[src/rtl/i2s_pkg.sv]
// Shared definitions for the I2S master clock generator.
//   i2s_state_e    : sequencer states (IDLE, RUN, DRAIN)
//   I2S_WIDTH_DEF  : default bits per channel slot
//   DIV_W_DEF      : default width of the sclk half-period divider value
package i2s_pkg;

  typedef enum logic [1:0] {
    IDLE  = 2'd0,
    RUN   = 2'd1,
    DRAIN = 2'd2
  } i2s_state_e;

  localparam int I2S_WIDTH_DEF = 16;
  localparam int DIV_W_DEF     = 8;

endpackage

[src/rtl/i2s_sclk_div.sv]
// sclk divider: counts clk cycles 0..D-1 and toggles sclk on every wrap.
// Ports:
//   clk, rst    : system clock, async active-high reset
//   load        : latch d (0 is treated as 1) and restart from sclk=0
//   d           : half-period in clk cycles
//   run         : keep generating; when low sclk is forced to 0
//   sclk        : registered bit clock
//   rise, fall  : registered one-cycle strobes coinciding with sclk edges
//   fall_next   : combinational, the coming clk edge produces a falling sclk
module i2s_sclk_div
  import i2s_pkg::*;
#(
  parameter int DIV_W = DIV_W_DEF
) (
  input  logic             clk,
  input  logic             rst,
  input  logic             load,
  input  logic [DIV_W-1:0] d,
  input  logic             run,
  output logic             sclk,
  output logic             rise,
  output logic             fall,
  output logic             fall_next
);

  logic [DIV_W-1:0] div_q;
  logic [DIV_W-1:0] cnt_q;
  logic             wrap;

  assign wrap      = (cnt_q == (div_q - DIV_W'(1)));
  // sclk is held 0 while stopped, so this can only fire while running.
  assign fall_next = wrap & sclk;

  always_ff @(posedge clk or posedge rst) begin
    if (rst) begin
      div_q <= DIV_W'(1);
      cnt_q <= '0;
      sclk  <= 1'b0;
      rise  <= 1'b0;
      fall  <= 1'b0;
    end else begin
      rise <= 1'b0;
      fall <= 1'b0;
      if (load) begin
        div_q <= (d == '0) ? DIV_W'(1) : d;
        cnt_q <= '0;
        sclk  <= 1'b0;
      end else if (!run) begin
        // Covers the final falling edge on drain exit: sclk returns low
        // without a fall strobe, so no strobe is ever visible in IDLE.
        cnt_q <= '0;
        sclk  <= 1'b0;
      end else if (wrap) begin
        cnt_q <= '0;
        sclk  <= ~sclk;
        rise  <= ~sclk;
        fall  <= sclk;
      end else begin
        cnt_q <= cnt_q + DIV_W'(1);
      end
    end
  end

endmodule

[src/rtl/i2s_clk_master.sv]
// Master-mode I2S timing generator: produces sclk/ws plus system-clock
// aligned edge and frame strobes; starts and stops on frame boundaries.
// Ports:
//   clk_i, rst_i  : system clock, async active-high reset
//   start_i       : request to begin streaming (accepted only in IDLE)
//   stop_i        : request to stop at the end of the current frame
//   divHalf_i     : sclk half-period in clk_i cycles, latched on start
//   sclk_o, ws_o  : I2S bit clock and word select (0 = left, 1 = right)
//   sclkRise_o    : strobe in the cycle sclk_o goes 0->1
//   sclkFall_o    : strobe in the cycle sclk_o goes 1->0
//   frameStart_o  : strobe when ws_o enters the left slot of a new frame
//   busy_o        : high in RUN or DRAIN
//
// state | meaning
// IDLE  | sclk low, ws high, waiting for start_i
// RUN   | generating frames
// DRAIN | stop requested; finishing the current frame
module i2s_clk_master
  import i2s_pkg::*;
#(
  parameter int WIDTH = I2S_WIDTH_DEF,
  parameter int DIV_W = DIV_W_DEF
) (
  input  logic             clk_i,
  input  logic             rst_i,
  input  logic             start_i,
  input  logic             stop_i,
  input  logic [DIV_W-1:0] divHalf_i,
  output logic             sclk_o,
  output logic             ws_o,
  output logic             sclkRise_o,
  output logic             sclkFall_o,
  output logic             frameStart_o,
  output logic             busy_o
);

  localparam int              BIT_W     = $clog2(2 * WIDTH);
  localparam logic [BIT_W-1:0] LAST_BIT  = BIT_W'(2 * WIDTH - 1);
  localparam logic [BIT_W-1:0] RIGHT_BIT = BIT_W'(WIDTH);

  i2s_state_e       state_q, state_d;
  logic [BIT_W-1:0] bit_cnt_q;
  logic [BIT_W-1:0] bit_cnt_nxt;
  logic             load;
  logic             run;
  logic             fall_next;
  logic             frame_end;

  assign frame_end   = fall_next && (bit_cnt_q == LAST_BIT);
  assign bit_cnt_nxt = frame_end ? '0 : bit_cnt_q + BIT_W'(1);

  always_comb begin
    state_d = state_q;
    load    = 1'b0;
    case (state_q)
      IDLE: begin
        if (start_i) begin
          state_d = RUN;
          load    = 1'b1;
        end
      end
      RUN: begin
        if (stop_i) state_d = DRAIN;
      end
      DRAIN: begin
        if (frame_end) state_d = IDLE;
      end
      default: state_d = IDLE;
    endcase
  end

  assign run = (state_d != IDLE);

  always_ff @(posedge clk_i or posedge rst_i) begin
    if (rst_i) state_q <= IDLE;
    else       state_q <= state_d;
  end

  always_ff @(posedge clk_i or posedge rst_i) begin
    if (rst_i) begin
      bit_cnt_q    <= '0;
      ws_o         <= 1'b1;
      frameStart_o <= 1'b0;
      busy_o       <= 1'b0;
    end else begin
      frameStart_o <= 1'b0;
      if (load) begin
        // Entry acts as a virtual falling edge opening the left slot.
        bit_cnt_q    <= '0;
        ws_o         <= 1'b0;
        busy_o       <= 1'b1;
        frameStart_o <= 1'b1;
      end else if ((state_q != IDLE) && !run) begin
        bit_cnt_q <= '0;
        ws_o      <= 1'b1;
        busy_o    <= 1'b0;
      end else if (fall_next) begin
        bit_cnt_q <= bit_cnt_nxt;
        if (bit_cnt_nxt == '0) begin
          ws_o         <= 1'b0;
          frameStart_o <= 1'b1;
        end else if (bit_cnt_nxt == RIGHT_BIT) begin
          ws_o <= 1'b1;
        end
      end
    end
  end

  i2s_sclk_div #(
    .DIV_W(DIV_W)
  ) u_sclk_div (
    .clk      (clk_i),
    .rst      (rst_i),
    .load     (load),
    .d        (divHalf_i),
    .run      (run),
    .sclk     (sclk_o),
    .rise     (sclkRise_o),
    .fall     (sclkFall_o),
    .fall_next(fall_next)
  );

endmodule
[config.mk]
export PLATFORM = sky130hd
export DESIGN_NAME = i2s_clk_master
export DESIGN_NICKNAME = d
export VERILOG_FILES = /design/src/rtl/i2s_pkg.sv /design/src/rtl/i2s_sclk_div.sv /design/src/rtl/i2s_clk_master.sv
export SDC_FILE = /design/constraint.sdc
export NUM_CORES = 1
export LEC_CHECK = 0
export CORE_ASPECT_RATIO = 1.5
export CORE_MARGIN = 1.5
export CORE_UTILIZATION = 50
export CTS_CLUSTER_SIZE = 25
export DETAILED_ROUTE_END_ITERATION = 7
export GPL_TIMING_DRIVEN = 0
export PLACE_DENSITY = 0.86
export REMOVE_ABC_BUFFERS = 1
export SETUP_SLACK_MARGIN = 0.1
export SKIP_CTS_REPAIR_TIMING = 1
export SLEW_MARGIN = 30
export SYNTH_ARGS = -nofsm -noshare
export SYNTH_HDL_FRONTEND = slang
export SYNTH_HIERARCHICAL = 1
export SYNTH_SLANG_ARGS = --single-unit
[constraint.sdc]
create_clock -name clk_i -period 2.9 [get_ports clk_i]
set_clock_uncertainty 0.2 [all_clocks]
set_input_delay 0.58 -clock clk_i [delete_from_list [all_inputs] [get_ports clk_i]]
set_output_delay 0.58 -clock clk_i [all_outputs]
set_load 0.03 [all_outputs]
# Yosys cells after proc, flatten, opt, wreduce, memory -nomap -nowiden
# Index checks and enable logic that the tools add are counted.
# totals
inputBits	12
mem_count	0
wordCells	67
romBits	0
ramBits	0
ff_bits	29
latchBits	0
out_inout_bits	6
# op_classes
bitwise	2
shift	0
n_mux	34
n_reduce_logical	12
div	0
mul	0
eq_ne	6
n_addsub	3
n_lt_le_gt_ge	0
# ops
operator	count
two-way mux 8 bit	4
two-way mux 1 bit	22
two-way mux 5 bit	4
== test 5 bit (second input constant)	2
adder 8 x 1 -> 8 bit (second input constant)	1
== test 8 bit	1
zero test 8 bit	1
subtractor 8 x 1 -> 8 bit (second input constant)	1
two-way mux 2 bit	3
case mux 2 bit (3 select lines)	1
nonzero test 2 bit	3
adder 5 x 1 -> 5 bit (second input constant)	1
zero test 5 bit	1
nonzero test 4 bit	1
inequality test 3 bit (second input constant)	1
nonzero test 3 bit	1
== test 2 x 1 -> 1 bit (second input constant)	1
== test 2 bit (second input constant)	1
logical AND 1 bit	2
zero test 2 bit	1
AND reduction 2 bit	1
bitwise AND 1 bit	1
zero test 1 bit	1
NOT 1 bit	1

# Longest topological paths before layout
# Gate-level depths: netlist of the first run.
# depth
word_depth	11
depth_mapped	15
depth_no_buf	14

# Hierarchy
# Netlist of the first run, hierarchy kept.
# by_module_without_submodules
module	cells_each	seq_area_each_um2	n_inst	area_per_inst_um2
i2s_sclk_div	96	476.7	1	1036.0
i2s_clk_master	55	251.5	1	539.3

# Least setup slack after synthesis of the first run
# No wires, ideal clock.
# synth_path
path_type	reg2reg
start	register u_sclk_div.div_q[0]
end	register u_sclk_div.cnt_q[2]
path_stages_with_launch	16
setup_slack_ns	-0.324
setup_time_ns	0.136
period_less_slack_ns	3.224
arrival_ns	2.888
cell_sequence	dfstp_2 > inv_1 > ha_1 > and2b_1 > or3_1 > a31oi_1 > o2111a_1 > buf_6 > and2_1 > a21oi_2 > nand2_1 > o21ai_0 > or2_1 > nand2b_1 > buf_1 > nor3_1
# synth_via
elab_chain_cells	9
word_cells_on_any_way	10
classes_between	1 x add/sub; 1 x eq/ne; 5 x mux; 1 x bitwise; 2 x reduce/logical
# synth_rtl
item	line	rtl
start: declaration	i2s_sclk_div.sv:26	logic [DIV_W-1:0] div_q;
start signal: assignment	i2s_sclk_div.sv:45	div_q <= (d == '0) ? DIV_W'(1) : d;
subtractor 8 x 1 -> 8 bit	i2s_sclk_div.sv:30	assign wrap = (cnt_q == (div_q - DIV_W'(1)));
== test 8 bit	i2s_sclk_div.sv:30	
bitwise AND 1 bit	i2s_sclk_div.sv:32	assign fall_next = wrap & sclk;
named net fall_next	i2s_clk_master.sv:46	logic fall_next;
logical AND 1 bit	i2s_clk_master.sv:49	assign frame_end = fall_next && (bit_cnt_q == LAST_BIT);
two-way mux 2 bit	i2s_clk_master.sv:66	if (frame_end) state_d = IDLE;
case mux 2 bit (3 select lines)	i2s_clk_master.sv:55	case (state_q)
named net state_d[1]	i2s_clk_master.sv:41	i2s_state_e state_q, state_d;
nonzero test 2 bit	i2s_clk_master.sv:72	assign run = (state_d != IDLE);
named net run	i2s_clk_master.sv:45	logic run;
two-way mux 8 bit	i2s_sclk_div.sv:48	end else if (!run) begin
two-way mux 8 bit	i2s_sclk_div.sv:44	if (load) begin
end signal: assignment	i2s_sclk_div.sv:59	cnt_q <= cnt_q + DIV_W'(1);
end: declaration	i2s_sclk_div.sv:27	logic [DIV_W-1:0] cnt_q;
# The timed path passes the listed nets, and every way through them passes these cells.
# A chain may end at the register's enable or synchronous reset.

# Worst setup path after layout of the first run
# layout_path
start	register u_sclk_div.div_q[0]
end	register u_sclk_div.fall
# layout_via
elab_chain_cells	9
word_cells_on_any_way	10
classes_between	1 x add/sub; 1 x eq/ne; 5 x mux; 1 x bitwise; 2 x reduce/logical
# layout_rtl
item	line	rtl
subtractor 8 x 1 -> 8 bit	i2s_sclk_div.sv:30	
== test 8 bit	i2s_sclk_div.sv:30	
bitwise AND 1 bit	i2s_sclk_div.sv:32	
named net fall_next	i2s_clk_master.sv:46	
logical AND 1 bit	i2s_clk_master.sv:49	
two-way mux 2 bit	i2s_clk_master.sv:66	
case mux 2 bit (3 select lines)	i2s_clk_master.sv:55	
named net state_d[1]	i2s_clk_master.sv:41	
nonzero test 2 bit	i2s_clk_master.sv:72	
named net run	i2s_clk_master.sv:45	
two-way mux 1 bit	i2s_sclk_div.sv:48	
two-way mux 1 bit	i2s_sclk_div.sv:44	
end signal: assignment	i2s_sclk_div.sv:57	fall <= sclk;
end: declaration	i2s_sclk_div.sv:22	output logic fall,
# The timed path passes the listed nets, and every way through them passes these cells.

==> results of run 1 <==
[per-stage QoR]
step	cells	hold slack, ns	TNS, ns
2_1_floorplan	147	0.2195	-6.617
3_3_place_gp	203	0.2903	-14.57
3_5_place_dp	203	0.3077	-17.61
4_1_cts	211	0.3151	-18.32
5_1_grt	234	0.3612	-3.439
6_report	234	0.3336	-1.892
[kinds of logic (layout without fill, tap and decap cells)]
group           count (synthesis)  in the layout
simple gates                   60             61
buf+inv                        10             53
flops                          29             29
fa+ha+maj                       4              4
mux                            12             12
compound gates                 21             21
xor+xnor                       15             15
[state kept, by name, indices dropped and copies added (netlist names)]
signal / cells
ws_o: 1
u_sclk_div/div_q: 8
frameStart_o: 1
bit_cnt_q: 5
u_sclk_div/fall: 1
u_sclk_div/cnt_q: 8
busy_o: 1
state_q: 2
u_sclk_div/sclk: 1
u_sclk_div/rise: 1
[cell usage in the layout (no fill, tap or decap), types with 2 or more instances in the layout]
cell	count
dfrtp_1	24
buf_4	21
clkdlybuf4s50_1	17
nor2_1	10
xnor2_1	10
nand2_1	8
o21ai_0	6
clkbuf_8	6
mux2_2	6
inv_1	5
xor2_1	5
nor3_2	5
nand2b_1	4
mux2i_1	4
nand3_1	4
a21oi_1	3
and3_1	3
ha_1	3
nor3_1	3
dfrtp_2	3
nor2b_1	2
nand2b_4	2
nor4_1	2
or4_1	2
nor3b_2	2
dfstp_2	2
[worst reg2reg max path: cells and delay by family (launching register included)]
kind            cells  cell delay [ns]
fa+ha+maj           1             0.17
buf+inv             1             0.05
compound gates      4             0.64
simple gates        7             1.39
flops               1             0.54
[power groups by stage]
stage | sequential (mW) | combinational, mW | clock (mW)
after CTS | 0.645 | 0.586 | 0.446
final | 0.635 | 0.891 | 0.443
after detailed placement | 0.651 | 0.582 | 0
after floorplan | 0.652 | 0.404 | 0
after global routing | 0.649 | 0.955 | 0.466
after global placement | 0.640 | 0.559 | 0
[cell usage after synthesis, drive strengths merged (5+ instances only)]
cell / instances / area share [%]
dfrtp: 27 / 43
nor2: 11 / 2.8
nand2b: 5 / 2.0
inv: 6 / 1.4
xnor2: 10 / 5.6
o21ai: 7 / 2.2
xor2: 5 / 2.8
mux2: 7 / 5.0
nand2: 8 / 1.9
mux2i: 5 / 3.4
nor3: 9 / 2.9
[layer usage]
| layer | track usage (%) | part of all wire, % |
|---|---|---|
| met3 | 6.042 | 3.2 |
| met4 | 10.79 | 2.4 |
| met5 | 0 | 0 |
| met2 | 44.14 | 58 |
| met1 | 21.07 | 36 |
[how the worst min path moves through the flow]
stage,endpoint,depth (start not counted)
after floorplan,bit_cnt_q[0]$_DFFE_PP0P_,1
after detailed placement,u_sclk_div/rise$_DFF_PP0_,1
after CTS,u_sclk_div/rise$_DFF_PP0_,1
after global placement,busy_o$_DFFE_PP0N_,2
final,busy_o$_DFFE_PP0N_,2
after global routing,u_sclk_div/rise$_DFF_PP0_,1
[final cells by class]
| class | count | area share [%] |
|---|---|---|
| multi-input cells | 113 | 42.04 |
| clock buffers | 6 | 3.791 |
| repair buffers | 39 | 15.57 |
| flip-flops and latches | 29 | 33.60 |
| clock inverters | 2 | 1.723 |
| inverters | 6 | 1.034 |
| well taps | 39 | 2.240 |
==> summary.txt, run 1 <==
Pwr
  – Sw frac: 36.29%
  – Combinational fraction of design power: 45.2%
  – Switching Power: 0.7144 mW
  – Tot Pwr: 1.969 mW
  – Clock power frac: 22.5%
  – Leak: 0.9390 nW
  – Part of the power in registers: 32.2%
  – Internal Power: 1.254 mW
  – Cell Pwr Density: 903.8 mW/mm^2
  – VDD IR max: 0.6047 mV

Logic synthesis
  – Seq cells post-synth: 29
  – Post-synthesis mux area share: 8.419%
  – Sequential fraction of the synthesis area: 46.23%
  – Warnings, synthesis: 6
  – Top FF cell, synth: dfrtp_1
  – Post-synth EDFFs: 0
  – Post-Syn Area per Cell: 10.43 sq um
  – Synth Area in Simple Gates: 21.45%
  – Main combinational cell family by area after synthesis: simple AND/OR/NAND/NOR gates
  – Synth cell types: 45
  – Post-Syn Area: 0.001575 sq mm
  – Synth Area in Adders: 3.177%
  – Synth Instances: 151
  – Xor and xnor area share after synthesis: 8.340%
  – Ys async rst share: 100.0%
  – Compound-gate portion of the synthesized area: 9.055%

Setup path
  – Setup crit end: u_sclk_div/fall$_DFF_PP0_
  – CP Max Fanout: 6
  – Critical Path End Type: flop
  – Worst endpoint required time: 2.88 ns
  – Worst r2r path cells: 13
  – Number of cells on the critical path: 13
  – Slowest CP cell: dfstp_2
  – CP Buf/Inv Count: 1
  – CP Launch Point: u_sclk_div/div_q[0]$_DFFE_PP1P_
  – Delay-heaviest family, CP: simple AND/OR/NAND/NOR gates
  – CP peak stage delay: 0.54 ns
  – FF-to-FF setup slack: -0.20 ns
  – Critical path class: reg2reg
  – Critical-path cell list: inv_2 > ha_4 > and2b_1 > or3_1 > a31oi_2 > o2111a_2 > and2_4 > a21oi_4 > nand2_1 > o21ai_2 > or2_4 > nor2b_4 > and3_4
  – R2r startpoint: u_sclk_div/div_q[0]$_DFFE_PP1P_
  – Worst reg2reg path endpoint: u_sclk_div/fall$_DFF_PP0_
  – CP startpoint kind: flop
  – CP arrival: 3.08 ns

Hold path
  – HP Start: busy_o$_DFFE_PP0N_
  – Worst Hold Class: reg2reg

Final layout
  – Diodes inserted: 0
  – Final core occ: 74.02%
  – Layout Area Growth over Synthesis: 38.28%
  – Share of cells above drive strength 1: 34.87%
  – Cell area after layout: 0.002178 sq mm
  – Multi-input logic area: 915.9 sq um
  – NumNets Final: 210
  – Register Area: 732.0 sq um
  – Fill count: 216

Die
  – Die H: 71.75 microns
  – Initial Utilization: 53.53%
  – Width of the die: 48.83 microns
  – Top Ports: 18
  – Placement Rows: 24
  – CORE AREA: 0.002943 sq mm
  – Die area: 0.003503 sq mm

Drt
  – First-pass DRT Iterations: 4
  – Detail Route Antenna Nets: 0
  – Drt total wl: 4087 microns
  – # DRC: 0
  – DR vias: 1,313
  – Via density per instance: 5.611
  – Wire per inst: 17.47 microns
  – Drt first-iter violations: 26

Global route
  – GRT Residual Overflow: 0
  – Overall Global Routing Usage: 22.55%
  – Vias in the first global route: 1,311
  – Initial antenna violation count: 0
  – First-pass GRT wire length: 5878 microns
  – Pin count of the biggest net entering global routing: 20

Job
  – Max-cap viol count: 0

Placed design
  – Placed Area: 0.001764 sq mm
  – Final HPWL DP: 2510 microns
  – Final GP Congestion: 0.8031
  – Port buffer count: 17
  – Pre-CTS setup slack: -1.115 ns

Timing
  – Final worst slack: -0.1969 ns
  – Final Max Slew Viols: 0
  – Slew @ Worst Pin: 1.131 ns
  – Fmax: 322.9 MHz
  – Setup Viol. Count Final: 17
  – Unrepaired setup endpoints after global routing: yes
  – Worst slew margin relative to its limit: 24.32%
  – Fin crit share: 106.8%
  – Final hold violations: 0
  – Fin crit period: 3.097 ns

Clock network
  – Clock Pin Slew Worst Setup and Hold Paths: 0.07 ns
  – TritonCTS Buffers: 5
  – H-tree Lvls: 2
  – Clock Path Buffers: 2
  – # clock sinks: 29
  – CTS root buffer: clkbuf_8
  – CTS tree: yes
  – Worst skew pair latency: 0.30 ns

Outcome
  – Failing checks: setup timing
  – Status: finished with violations
No activity file was read; power rests on OpenSTA's default activity.
==> run 2, diff against run 1 <==
--- a/config.mk
+++ b/config.mk
@@ -7,11 +7,11 @@
 export LEC_CHECK = 0
 export CORE_ASPECT_RATIO = 1.5
 export CORE_MARGIN = 1.5
-export CORE_UTILIZATION = 50
+export CORE_UTILIZATION = 35
 export CTS_CLUSTER_SIZE = 25
 export DETAILED_ROUTE_END_ITERATION = 7
 export GPL_TIMING_DRIVEN = 0
-export PLACE_DENSITY = 0.86
+export PLACE_DENSITY = 0.67
 export REMOVE_ABC_BUFFERS = 1
 export SETUP_SLACK_MARGIN = 0.1
 export SKIP_CTS_REPAIR_TIMING = 1
==> summary.txt, run 2 (synthesis gave the netlist of run 1 again) <==
Clock network
  – TritonCTS Buffers: 5
  – Clock Pin Slew Worst Setup and Hold Paths: 0.06 ns
  – # clock sinks: 29
  – CTS tree: yes
  – CTS root buffer: clkbuf_8
  – Clock Path Buffers: 2
  – H-tree Lvls: 2
  – Worst skew pair latency: 0.29 ns

Global route
  – Vias in the first global route: 1,303
  – Pin count of the biggest net entering global routing: 20
  – Initial antenna violation count: 0
  – Overall Global Routing Usage: 15.30%
  – First-pass GRT wire length: 5720 microns
  – GRT Residual Overflow: 0

Placed design
  – Port buffer count: 17
  – Final GP Congestion: 0.7760
  – Placed Instances: 210
  – Final HPWL DP: 2355 microns
  – Placed Area: 0.001773 sq mm

Die
  – Placement Rows: 29
  – Top Ports: 18
  – Die area: 0.004920 sq mm
  – Initial Utilization: 36.79%
  – CORE AREA: 0.004282 sq mm
  – Die H: 85.17 microns
  – Width of the die: 57.78 microns

Drt
  – DR vias: 1,286
  – Detail Route Antenna Nets: 0
  – Wire per inst: 15.69 microns
  – Drt first-iter violations: 44
  – First-pass DRT Iterations: 6
  – # DRC: 4
  – Drt total wl: 3718 microns
  – Via density per instance: 5.426

Job
  – Max-cap viol count: 0

Timing
  – Setup Viol. Count Final: 17
  – WHS: 0.3284 ns
  – Slew @ Worst Pin: 1.038 ns
  – Final Max Slew Viols: 0
  – Fin crit share: 108.4%
  – Worst slew margin relative to its limit: 30.57%
  – Final hold violations: 0
  – Unrepaired setup endpoints after global routing: yes
  – Fin crit period: 3.145 ns
  – Final worst slack: -0.2445 ns
  – Fmax: 318.0 MHz

Pwr
  – VDD IR max: 0.4697 mV
  – Cell Pwr Density: 851.8 mW/mm^2
  – Leak: 0.9056 nW

Setup path
  – CP Launch Point: u_sclk_div/div_q[0]$_DFFE_PP1P_
  – CP Max Fanout: 8
  – CP arrival: 3.12 ns
  – CP startpoint kind: flop
  – Worst endpoint required time: 2.88 ns
  – Critical path class: reg2reg
  – R2r startpoint: u_sclk_div/div_q[0]$_DFFE_PP1P_
  – Critical Path End Type: flop

Final layout
  – Layout Area Growth over Synthesis: 32.41%
  – Top flop regs: u_sclk_div/cnt_q (8), u_sclk_div/div_q (8), bit_cnt_q (5)
  – Diodes inserted: 0
  – Commonest cells after routing, fill and taps aside: dfrtp_1, buf_4, clkdlybuf4s50_1
  – Final core occ: 48.71%
  – Fill count: 406
  – Non-Filler Instances: 237
  – Share of cells above drive strength 1: 29.84%
  – Multi-input logic area: 868.3 sq um
  – Cell area after layout: 0.002086 sq mm
  – NumNets Final: 207
  – Register Area: 730.7 sq um
  – Most common cell after layout, fill and taps aside: dfrtp_1

Outcome
  – Failing checks: DRC, setup timing
  – Status: finished with violations

Hold path
  – Worst Hold Class: reg2reg
  – HP Start: busy_o$_DFFE_PP0N_
[run 2: cell count changes in the layout (fill, tap and decap cells not counted), sizes merged]
cell	change
bufinv	-1
buf	-2
nand2b	-1
clkbuf	+1
clkinvlp	-1
[run 2: critical path: stages, from the launching register on]
cell,delay [ns]
dfstp_2,0.56
inv_2,0.05
ha_4,0.16
and2b_1,0.14
or3_1,0.32
a31oi_2,0.23
o2111a_2,0.34
and2_4,0.21
a21oi_4,0.08
nand2_2,0.08
o21ai_2,0.06
or2_4,0.25
nor2b_4,0.14
and3_1,0.20
[run 2: where the power goes]
| part | leakage (nW) | internal (mW) | switching (mW) |
|---|---|---|---|
| Combinational | 0.490 | 0.418 | 0.380 |
| Sequential | 0.371 | 0.520 | 0.120 |
| Clock | 0.0443 | 0.188 | 0.150 |
| Total | 0.906 | 1.13 | 0.651 |
[run 2: cell type report]
type / instances / share of cell area (%)
multi-input cells: 112 / 41.63
flip-flops and latches: 29 / 35.03
clock buffers: 7 / 4.139
repair buffers: 37 / 15.36
inverters: 6 / 1.080
well taps: 46 / 2.759
[run 2: path summary, 6_finish.rpt]
kind,end,slack [ns],cells after the start
min,busy_o$_DFFE_PP0N_,0.33,2
max in group asynchronous,u_sclk_div/div_q[3]$_DFFE_PP0P_,1.41,2
min in group asynchronous,state_q[0]$_DFF_PP0_,0.42,2
min reg2reg,busy_o$_DFFE_PP0N_,0.33,2
max,u_sclk_div/fall$_DFF_PP0_,-0.24,13
max reg2reg,u_sclk_div/fall$_DFF_PP0_,-0.24,13
[run 2: per-layer routing]
layer | part of all wire (%) | wire (microns) | up-vias | GRT usage [%]
met3 | 3.9 | 146 | 5 | 4.878
met2 | 55 | 2042 | 24 | 27.07
met5 | 0 | 0 | - | 0
met1 | 39 | 1465 | 644 | 15.38
met4 | 1.7 | 64 | 0 | 8.457
li1 | - | - | 613 | -
[run 2: per-stage QoR]
step | power [mW] | setup TNS (ns) | setup WS [ns]
floorplan | 1.057 | -6.617 | -0.5083
global placement | 1.204 | -14.98 | -0.9639
detailed placement | 1.232 | -17.05 | -1.101
CTS | 1.575 | -17.37 | -1.119
global route | 1.895 | -4.819 | -0.3965
finish | 1.777 | -2.169 | -0.2445
